## config.mk

```make
export PLATFORM = sky130hd
export DESIGN_NAME = axil_arbiter_rr_wr
export DESIGN_NICKNAME = d
export VERILOG_FILES = /design/src/rtl/axil_arbiter_rr_wr.sv
export SDC_FILE = /design/constraint.sdc
export NUM_CORES = 1
export LEC_CHECK = 0
export CAP_MARGIN = 5
export CORE_MARGIN = 5
export CORE_UTILIZATION = 25
export CTS_BUF_LIST = sky130_fd_sc_hd__clkbuf_4 sky130_fd_sc_hd__clkbuf_8 sky130_fd_sc_hd__clkbuf_16
export DETAILED_ROUTE_END_ITERATION = 10
export PLACE_DENSITY = 0.51
export SYNTH_ARGS = -nofsm -noshare
export SYNTH_HDL_FRONTEND = slang
export SYNTH_SLANG_ARGS = --single-unit
export TNS_END_PERCENT = 20
```

## constraint.sdc

```tcl
create_clock -name aclk -period 4.2 [get_ports aclk]
set_input_delay 0.42 -clock aclk [delete_from_list [all_inputs] [get_ports aclk]]
set_output_delay 0.42 -clock aclk [all_outputs]
set_load 0.01 [all_outputs]
```

## src/rtl/axil_arbiter_rr_wr.sv

```systemverilog
// Round-robin write-channel arbiter placed in front of one AXI-Lite slave port.
// It grants one requesting master at a time and holds that grant from the
// grant cycle through the B handshake. While the grant is held, aw_open and
// w_open let exactly one AW beat and one W beat through to the slave.
module axil_arbiter_rr_wr #(
  parameter int NUMBER_MASTER = 4,
  parameter int IDX_WIDTH     = (NUMBER_MASTER > 1) ? $clog2(NUMBER_MASTER) : 1
) (
  input  logic                     aclk,
  input  logic                     areset,
  input  logic [NUMBER_MASTER-1:0] request_wr,
  output logic [NUMBER_MASTER-1:0] grant_wr,
  output logic [IDX_WIDTH-1:0]     grant_idx,
  output logic                     grant_valid,
  input  logic                     s_axil_awvalid,
  input  logic                     s_axil_awready,
  input  logic                     s_axil_wvalid,
  input  logic                     s_axil_wready,
  input  logic                     s_axil_bvalid,
  input  logic                     s_axil_bready,
  output logic                     aw_open,
  output logic                     w_open
);

  localparam logic [1:0] ST_IDLE      = 2'd0;
  localparam logic [1:0] ST_ADDR_DATA = 2'd1;
  localparam logic [1:0] ST_RESP      = 2'd2;

  logic [1:0]           state;
  logic                 aw_done;
  logic                 w_done;
  logic [IDX_WIDTH-1:0] ptr;
  logic [IDX_WIDTH-1:0] pick_idx;
  logic                 pick_found;
  int                   cand;

  logic aw_hs;
  logic w_hs;
  logic b_hs;

  assign aw_hs = s_axil_awvalid & s_axil_awready;
  assign w_hs  = s_axil_wvalid & s_axil_wready;
  assign b_hs  = s_axil_bvalid & s_axil_bready;

  // The open signals are decoded from registered state only. Each one drops
  // the cycle after its own handshake, so no duplicate beat can reach the slave.
  assign aw_open = (state == ST_ADDR_DATA) & grant_valid & ~aw_done;
  assign w_open  = (state == ST_ADDR_DATA) & grant_valid & ~w_done;

  // Search for the first requester starting at ptr and wrapping around.
  always_comb begin
    pick_idx   = '0;
    pick_found = 1'b0;
    cand       = 0;
    for (int k = 0; k < NUMBER_MASTER; k++) begin
      cand = int'(ptr) + k;
      if (cand >= NUMBER_MASTER) cand = cand - NUMBER_MASTER;
      if (!pick_found && request_wr[cand[IDX_WIDTH-1:0]]) begin
        pick_found = 1'b1;
        pick_idx   = IDX_WIDTH'(cand);
      end
    end
  end

  // Transaction FSM: grant, then collect AW and W in either order, then wait for B and rotate ptr.
  always_ff @(posedge aclk or posedge areset) begin
    if (areset) begin
      state       <= ST_IDLE;
      grant_wr    <= '0;
      grant_idx   <= '0;
      grant_valid <= 1'b0;
      aw_done     <= 1'b0;
      w_done      <= 1'b0;
      ptr         <= '0;
    end else begin
      case (state)
        ST_IDLE: begin
          if (pick_found) begin
            grant_wr    <= NUMBER_MASTER'(1) << pick_idx;
            grant_idx   <= pick_idx;
            grant_valid <= 1'b1;
            aw_done     <= 1'b0;
            w_done      <= 1'b0;
            state       <= ST_ADDR_DATA;
          end
        end
        ST_ADDR_DATA: begin
          aw_done <= aw_done | aw_hs;
          w_done  <= w_done | w_hs;
          if ((aw_done | aw_hs) && (w_done | w_hs)) begin
            state <= ST_RESP;
          end
        end
        ST_RESP: begin
          if (b_hs) begin
            state       <= ST_IDLE;
            grant_wr    <= '0;
            grant_valid <= 1'b0;
            if (grant_idx == IDX_WIDTH'(NUMBER_MASTER - 1)) begin
              ptr <= '0;
            end else begin
              ptr <= grant_idx + 1'b1;
            end
          end
        end
        default: begin
          state <= ST_IDLE;
        end
      endcase
    end
  end

endmodule

```

==> flow_metrics.tcl <==
set metrics [dict create \
    clk_latency_ns 0.27 \
    synth_area_leaders "dfrtp_1, nand2_1, nor2_1, o21ai_0, o31ai_1" \
    layoutNonFillerInstCount 126 \
    core_area_mm2 0.00271 \
    grt_first_pass_wirelength_um 2760 \
    worstMarginPinSlew_ns 0.662 \
    pre_cts_slack_ns 2.03 \
    synthesis.nets 86 \
    dp_hpwl_um 1110 \
    post_drt_wl_per_cell_um 11.7 \
    cts_resized 0 \
    layout_commonest_cell "clkdlybuf4s50_1" \
    synth_top_area_cell "dfrtp_1" \
    place.gp.congestion 0.746 \
    die_w_um 62.6 \
    synth_edf_count 0 \
    most-common-layout-cells "clkdlybuf4s50_1, dfrtp_1, nand2_1" \
    first_iter_violations 27 \
    synth-seq-cells 13 \
    async_flop_share_pct 100 \
    gr-usage-all-layers_pct 8.65 \
    fin_worst_skew_ns 0.00282 \
    syn_inst 73 \
    syn_avg_cell_area_um2 9.46 \
    slew_headroom_pct 55.6 \
    critPathRequiredTime_ns 3.78 \
    io-pin-count 21 \
    grt_overflow_total 0 \
    vias_per_cell 4.63 \
    slew_violations 0 \
    fp.dieH_um 62.6 \
    post-route-min-period_ns 2.00 \
    h-tree-depth 1 \
    rsz0062_at_grt "false" \
    antenna_left 0 \
    cap_violations 0 \
    io_buffers 20 \
    num_rows 19 \
    ctsHoldBuffers 0 \
    ys_seq_area_share_pct 47.1 \
    fmax_mhz 499 \
    endpoint_kind "output pin" \
    grt_max_degree 14 \
    fin_area_um2 943 \
    leakagePower_nw 0.419 \
    hp-class "in2async" \
    post-route-period-util_pct 47.7 \
    num_vias 584 \
    drt_first_pass_iters 4 \
    totalWireLength_um 1470 \
    outcome "completed" \
    critPathMaxFanout 10 \
    synth_top_area_share_pct 47.1 \
    post-cts-setup-buffers 0 \
    syn-cell-area_um2 691 \
    antenna_found_initial 0 \
    numCtsBuffers 3 \
    clock_path_buffers 2 \
    crit_path_start_kind "flip-flop" \
    cts_tree "yes" \
    power.density_mw_per_mm2 612 \
    start_util_pct 25.5 \
    post_dp_cell_area_um2 913 \
    area_growth_syn_to_layout_pct 36.6 \
    dieArea_mm2 0.00391 \
    hold_violations 0 \
    place_inst 122 \
    drcViolationCount 0 \
    nets 109 \
    worstPathArrival_ns 1.58 \
    vdd_drop_max_v 0.000354 \
    worst_slack_ns 2.20 \
    setup_violations 0 \
    drive_gt1_share_pct 10.5 \
    ys.flop_type "dfrtp_1" \
    crit_type "reg2out" \
    path_clk_slew_ns 0.08 \
    synth_cell_types 30 \
    yosys_warnings 0 \
    grt_pass1_vias 624 \
    fin_tns_setup_ns 0 \
    cts_root_buf "clkbuf_4" \
    clock-sinks 13 \
    antenna_cells 0 \
]
[where the power goes]
part	internal, W	leakage, nW	switching, W
logic	0.000150	0.240	0.000116
clock network	0.0000433	0.0184	0.0000392
registers	0.000177	0.160	0.0000519
total	0.000370	0.419	0.000207
[layout make-up]
class / count / area (um^2)
clock buffer: 4 / 30.0
inverter: 5 / 18.8
multi-input combinational: 53 / 330
sequential: 13 / 325
tap: 31 / 38.8
timing repair buffer: 20 / 200
fill: 288 / 1770
[through the flow]
| stage | utilization (%) | hold WS, ns | total power [W] |
|---|---|---|---|
| 5_1_grt | 34.8 | 0.520 | 0.000639 |
| 3_3_place_gp | 33.7 | 0.510 | 0.000504 |
| 2_1_floorplan | - | 0.297 | 0.000390 |
| 3_5_place_dp | 33.7 | 0.504 | 0.000503 |
| 6_report | 34.8 | 0.474 | 0.000578 |
| 4_1_cts | 34.8 | 0.481 | 0.000589 |
[synth_stat cells (2+ instances only)]
library cell and count:
nor2b_1 2, dfrtp_1 13, nand2_1 10, o21ai_0 5, o31ai_1 3, nor2_1 8
inv_1 4, nand3b_1 2, a21oi_1 3, a211oi_1 2, nand3_1 2
[registers in the layout, summed over array words and instances, names as in the netlist]
signal and flops:
grant_idx 2, state 2, grant_wr 4, aw_done 1
ptr 2, grant_valid 1, w_done 1
[worst max-delay path, cell delays in order (launching register included)]
cell and delay (ns):
dfrtp_1 0.47, nand3b_1 0.21, nor2_1 0.10, clkdlybuf4s50_1 0.54
[path summary, 6_finish.rpt]
kind / endpoint / from / cells past startpoint / slack, ns
max: w_open / state[1] / 3 / 2.20
min: grant_wr[2] / areset / 2 / 0.47
max reg2reg: grant_idx[0] / ptr[1] / 4 / 2.65
min reg2reg: grant_wr[0] / grant_wr[0] / 2 / 0.52
max in group asynchronous: grant_idx[0] / areset / 2 / 3.38
min in group aclk: grant_wr[0] / grant_wr[0] / 2 / 0.52
[metal layers]
metal	global-route usage [%]	vias to the layer above	share of wire, %
met3	5.22	0	9.7
met1	10.3	257	47
met4	1.59	0	0
li1	-	306	-
met5	0	-	0
met2	13.5	21	43
[cells by family (layout without fill, tap and decap cells)]
group,Yosys count,after routing,share of synthesized area [%]
AO/OA/AOI/OAI,18,18,17.2
adder cells (fa/ha/maj),1,1,1.81
buffers and inverters,7,29,5.07
flip-flops,13,13,47.1
multiplexers,3,3,5.25
AND/OR/NAND/NOR,31,31,23.6
No activity file was read; power rests on OpenSTA's default activity.
==> patch 1 (same settings) <==
`NUMBER_MASTER`: 4 -> 8.
--- a/src/rtl/axil_arbiter_rr_wr.sv
+++ b/src/rtl/axil_arbiter_rr_wr.sv
@@ -3,7 +3,7 @@
 // grant cycle through the B handshake. While the grant is held, aw_open and
 // w_open let exactly one AW beat and one W beat through to the slave.
 module axil_arbiter_rr_wr #(
-  parameter int NUMBER_MASTER = 4,
+  parameter int NUMBER_MASTER = 8,
   parameter int IDX_WIDTH     = (NUMBER_MASTER > 1) ? $clog2(NUMBER_MASTER) : 1
 ) (
   input  logic                     aclk,
Ports: changed (resized grant_idx, grant_wr and request_wr); port bits go from 21 to 30. The function was not compared with the original's and may differ.
==> patch 1 against the original RTL <==
Global-route usage grew 1.7 points; final area grew 150%; clock skew is essentially flat; area after synthesis grew to 2.9 times the old value; cell count grew to 2.5 times the old value; via count grew to 2.8 times the old value; wire length grew to 3.4 times the old value; clock power grew 54%; highest routed layer is now met4; core utilization shrank 4.6 points; power grew to 3.2 times the old value; synthesized cell count grew to 2.7 times the old value; critical path type is now reg -> reg; setup slack lost 1.4 ns; sequential share of layout area shrank 14 points; sequential cell count grew 6.
==> patch 1: results (changes against the original RTL) <==
Run status:
- Run status: finished clean (unchanged).

Layout:
- The count of nets after finishing is 235 (was 109).
- The fraction of final layout cells sized beyond drive strength 1 is 0.201 (was 0.105).

Synth:
- The proportion of synthesized area in mux cells came to 0.321 (was 0.0525).
- The complex-gate fraction of the synthesized area is 0.186 (was 0.172).
- The proportion of synthesized chip area in sequential cells was 0.236 (was 0.471).
- The xor-xnor portion of the synthesized cell area was 0.00868 (was 0).
- The area share of fa/ha/maj cells after synthesis is 0.0248 (was 0.0181).
- Commonest cells in the synthesized netlist: 19 x sky130_fd_sc_hd__dfrtp_1, 17 x sky130_fd_sc_hd__mux2i_1, 17 x sky130_fd_sc_hd__nand2_1, 13 x sky130_fd_sc_hd__mux2_2 (was 13 x sky130_fd_sc_hd__dfrtp_1, 10 x sky130_fd_sc_hd__nand2_1, 8 x sky130_fd_sc_hd__nor2_1, 5 x sky130_fd_sc_hd__o21ai_0, 4 x sky130_fd_sc_hd__inv_1).
- The distinct cell type count after synthesis came to 51 (was 30).

Power and ir drop:
- The switching share of total power is 0.468 (was 0.359).
- The power of the combinational group is 1390 µW (was 266 µW).

Critical path:
- The critical path's top delay family is multiplexers (was buffers and inverters).
- The start point of the critical path is ptr[1] (was state[1]).
- The highest-delay cell along the critical path is sky130_fd_sc_hd__mux4_2 (was sky130_fd_sc_hd__clkdlybuf4s50_1).
- The timing endpoint of the critical path is grant_wr[6] (was w_open).
- The delay contributed by the slowest stage of the critical path is 0.56 ns (was 0.54 ns).

Routing:
- The via count is 1658 (was 584).
- The average wire per standard cell is 16.0 µm (was 11.7 µm).
- The met1 wire length is 2420 µm (was 694 µm).
- The routed wire length on met2 is 2470 µm (was 632 µm).

Place:
- The instance area at placement is 2310 µm² (was 913 µm²).
- The count of buffers from port buffering came to 29 (was 20).

Global route:
- The fraction of met2 tracks used by global routing was 0.164 (was 0.135).
- The all-layer global routing usage is 0.103 (was 0.0865).
- The pin count of the biggest net entering global routing was 24 (was 14).
- The global-route wire length before repair was 8470 µm (was 2760 µm).

Clocking:
- The library cell used as clock root buffer is sky130_fd_sc_hd__clkbuf_8 (was sky130_fd_sc_hd__clkbuf_4).

Hold path:
- The path category of the worst min-delay check is reg -> reg (was in -> async).

STA:
- The maximum clock skew at final layout is 0.00317 ns (was 0.00282 ns).
- The final critical delay including setup and external delays is 3.37 ns (was 2.00 ns).
==> patch 1: cell count changes in the layout (fill, tap and decap cells not counted), moves of 6 or more <==
cell                              change
sky130_fd_sc_hd__dfrtp_1              +6
sky130_fd_sc_hd__clkdlybuf4s50_1      +9
sky130_fd_sc_hd__nor3_1               +6
sky130_fd_sc_hd__a32o_1               +7
sky130_fd_sc_hd__nand2_1              +7
sky130_fd_sc_hd__mux4_2              +10
sky130_fd_sc_hd__a21oi_1              +6
sky130_fd_sc_hd__mux2i_1             +16
sky130_fd_sc_hd__mux2_2              +12
==> patch 1: stage by stage <==
step            util  cells
5_1_grt        0.302    316
3_3_place_gp   0.296    312
3_5_place_dp   0.296    312
2_1_floorplan      -    194
4_1_cts        0.302    316
6_report       0.302    316
==> patch 1: area by class of cell <==
class,instances,share of cell area
clock buffers,3,0.0175
well taps,102,0.0541
inverters,8,0.0133
flip-flops and latches,19,0.202
clock inverters,1,0.00212
multi-input cells,151,0.579
repair buffers,32,0.133
==> patch 2 (config.mk and constraints unchanged) <==
Made on the original files. Reset style: synchronous (`areset`), changed in one clocked block.
--- a/src/rtl/axil_arbiter_rr_wr.sv
+++ b/src/rtl/axil_arbiter_rr_wr.sv
@@ -63,7 +63,7 @@
   end
 
   // Transaction FSM: grant, then collect AW and W in either order, then wait for B and rotate ptr.
-  always_ff @(posedge aclk or posedge areset) begin
+  always_ff @(posedge aclk) begin
     if (areset) begin
       state       <= ST_IDLE;
       grant_wr    <= '0;
Formal check against the unedited RTL: differs if areset is asserted again (counterexample within 4 cycles, from zero or initial values and one cycle with areset high); with areset held inactive, the same outputs for 10 cycles.
==> patch 2 against the original RTL <==
Setup slack lost 0.14 ns; clock skew shrank 0.00055 ns; wire length grew 5.0%; synthesized cell count shrank 2.7%; area after synthesis shrank 7.4%; final area shrank 6.6%; sequential cell count is the same; die area shrank 6.3%; highest routed layer is now met4.
Power is not compared: it rests on default switching activity, and its combinational part moved more than twofold at a synthesized area within 25%.
==> patch 2: results (changes against the original RTL) <==
Run status:
- Run status: finished clean (unchanged).

Synth:
- The synthesized instance count is 71 (was 73).
- The area share of fa/ha/maj cells after synthesis was 0.0196 (was 0.0181).
- The share of async-settable or async-resettable flops after synthesis came to 0 (was 1.00).
- Area contributors post-synth: sky130_fd_sc_hd__dfxtp_1 41%, sky130_fd_sc_hd__nand4b_1 6.8%, sky130_fd_sc_hd__a21oi_1 6.3% (was sky130_fd_sc_hd__dfrtp_1 47%, sky130_fd_sc_hd__nand2_1 5.4%, sky130_fd_sc_hd__nor2_1 4.3%).
- The proportion of synthesized chip area in sequential cells came to 0.407 (was 0.471).
- The net count after synthesis is 84 (was 86).

Layout:
- The fraction of final layout cells sized beyond drive strength 1 came to 0.0652 (was 0.105).
- The number of logic inverters in the finished layout is 1 (was 5).
- The fraction of area in non-clock buffers came to 0.227 (was 0.212).
- The filler cell count in the final layout is 259 (was 288).
- The clock-cell share of area came to 0.0341 (was 0.0318).

Hold path:
- The path category of the worst min-delay check is reg -> reg (was in -> async).

Global route:
- The met3 track utilization from global routing is 0.0234 (was 0.0522).
- The pin count of the biggest net entering global routing came to 15 (was 14).

Routing:
- The number of detailed-route iterations in the first pass was 3 (was 4).
- The average wire per standard cell is 12.6 µm (was 11.7 µm).
- The iteration-0 DRC count of the detailed router is 9 (was 27).
- The via count is 615 (was 584).
- The highest signal layer in the routed design is met4 (was met3).
- The routed wire length on met2 came to 673 µm (was 632 µm).
- The met1 wire length came to 731 µm (was 694 µm).
- The length of routed met3 wiring was 123 µm (was 142 µm).

Place:
- The placed wire-length estimate is 1210 µm (was 1110 µm).
- The instance area at placement was 851 µm² (was 913 µm²).
- The instance count after placement with tap cells included was 118 (was 122).
- The placer's final routability congestion estimate is 0.843 (was 0.746).
- The setup slack after placement came to 2.25 ns (was 2.03 ns).

STA:
- The pin slew with the least headroom to its limit is 0.437 ns (was 0.662 ns).
- The post-route clock period utilization was 0.511 (was 0.477).
- The final hold slack came to 0.485 ns (was 0.474 ns).

Critical path:
- The data arrival time of the worst path came to 1.73 ns (was 1.58 ns).
- The launch instance of the worst register-to-register path is ptr[1] (unchanged).
- The reg-to-reg critical path endpoint is grant_wr[1] (was grant_idx[0]).
- The largest fanout on the critical path is 5 (was 10).
patch 2: changes by cell type after synthesis, moves of 3 or more:
| cell | before | now |
|---|---|---|
| sky130_fd_sc_hd__a21oi_1 | 3 | 8 |
| sky130_fd_sc_hd__dfrtp_1 | 13 | 0 |
| sky130_fd_sc_hd__dfxtp_1 | 0 | 13 |
| sky130_fd_sc_hd__inv_1 | 4 | 1 |
| sky130_fd_sc_hd__nand2_1 | 10 | 4 |
| sky130_fd_sc_hd__nand2b_1 | 0 | 3 |
| sky130_fd_sc_hd__nand4b_1 | 1 | 5 |
| sky130_fd_sc_hd__o21ai_0 | 5 | 2 |
patch 2: critical path, cell delays in order (launching register included):
cell	delay [ns]
sky130_fd_sc_hd__dfxtp_1	0.39
sky130_fd_sc_hd__nor2b_1	0.32
sky130_fd_sc_hd__nand2_1	0.12
sky130_fd_sc_hd__nor2_1	0.10
sky130_fd_sc_hd__clkdlybuf4s50_1	0.54
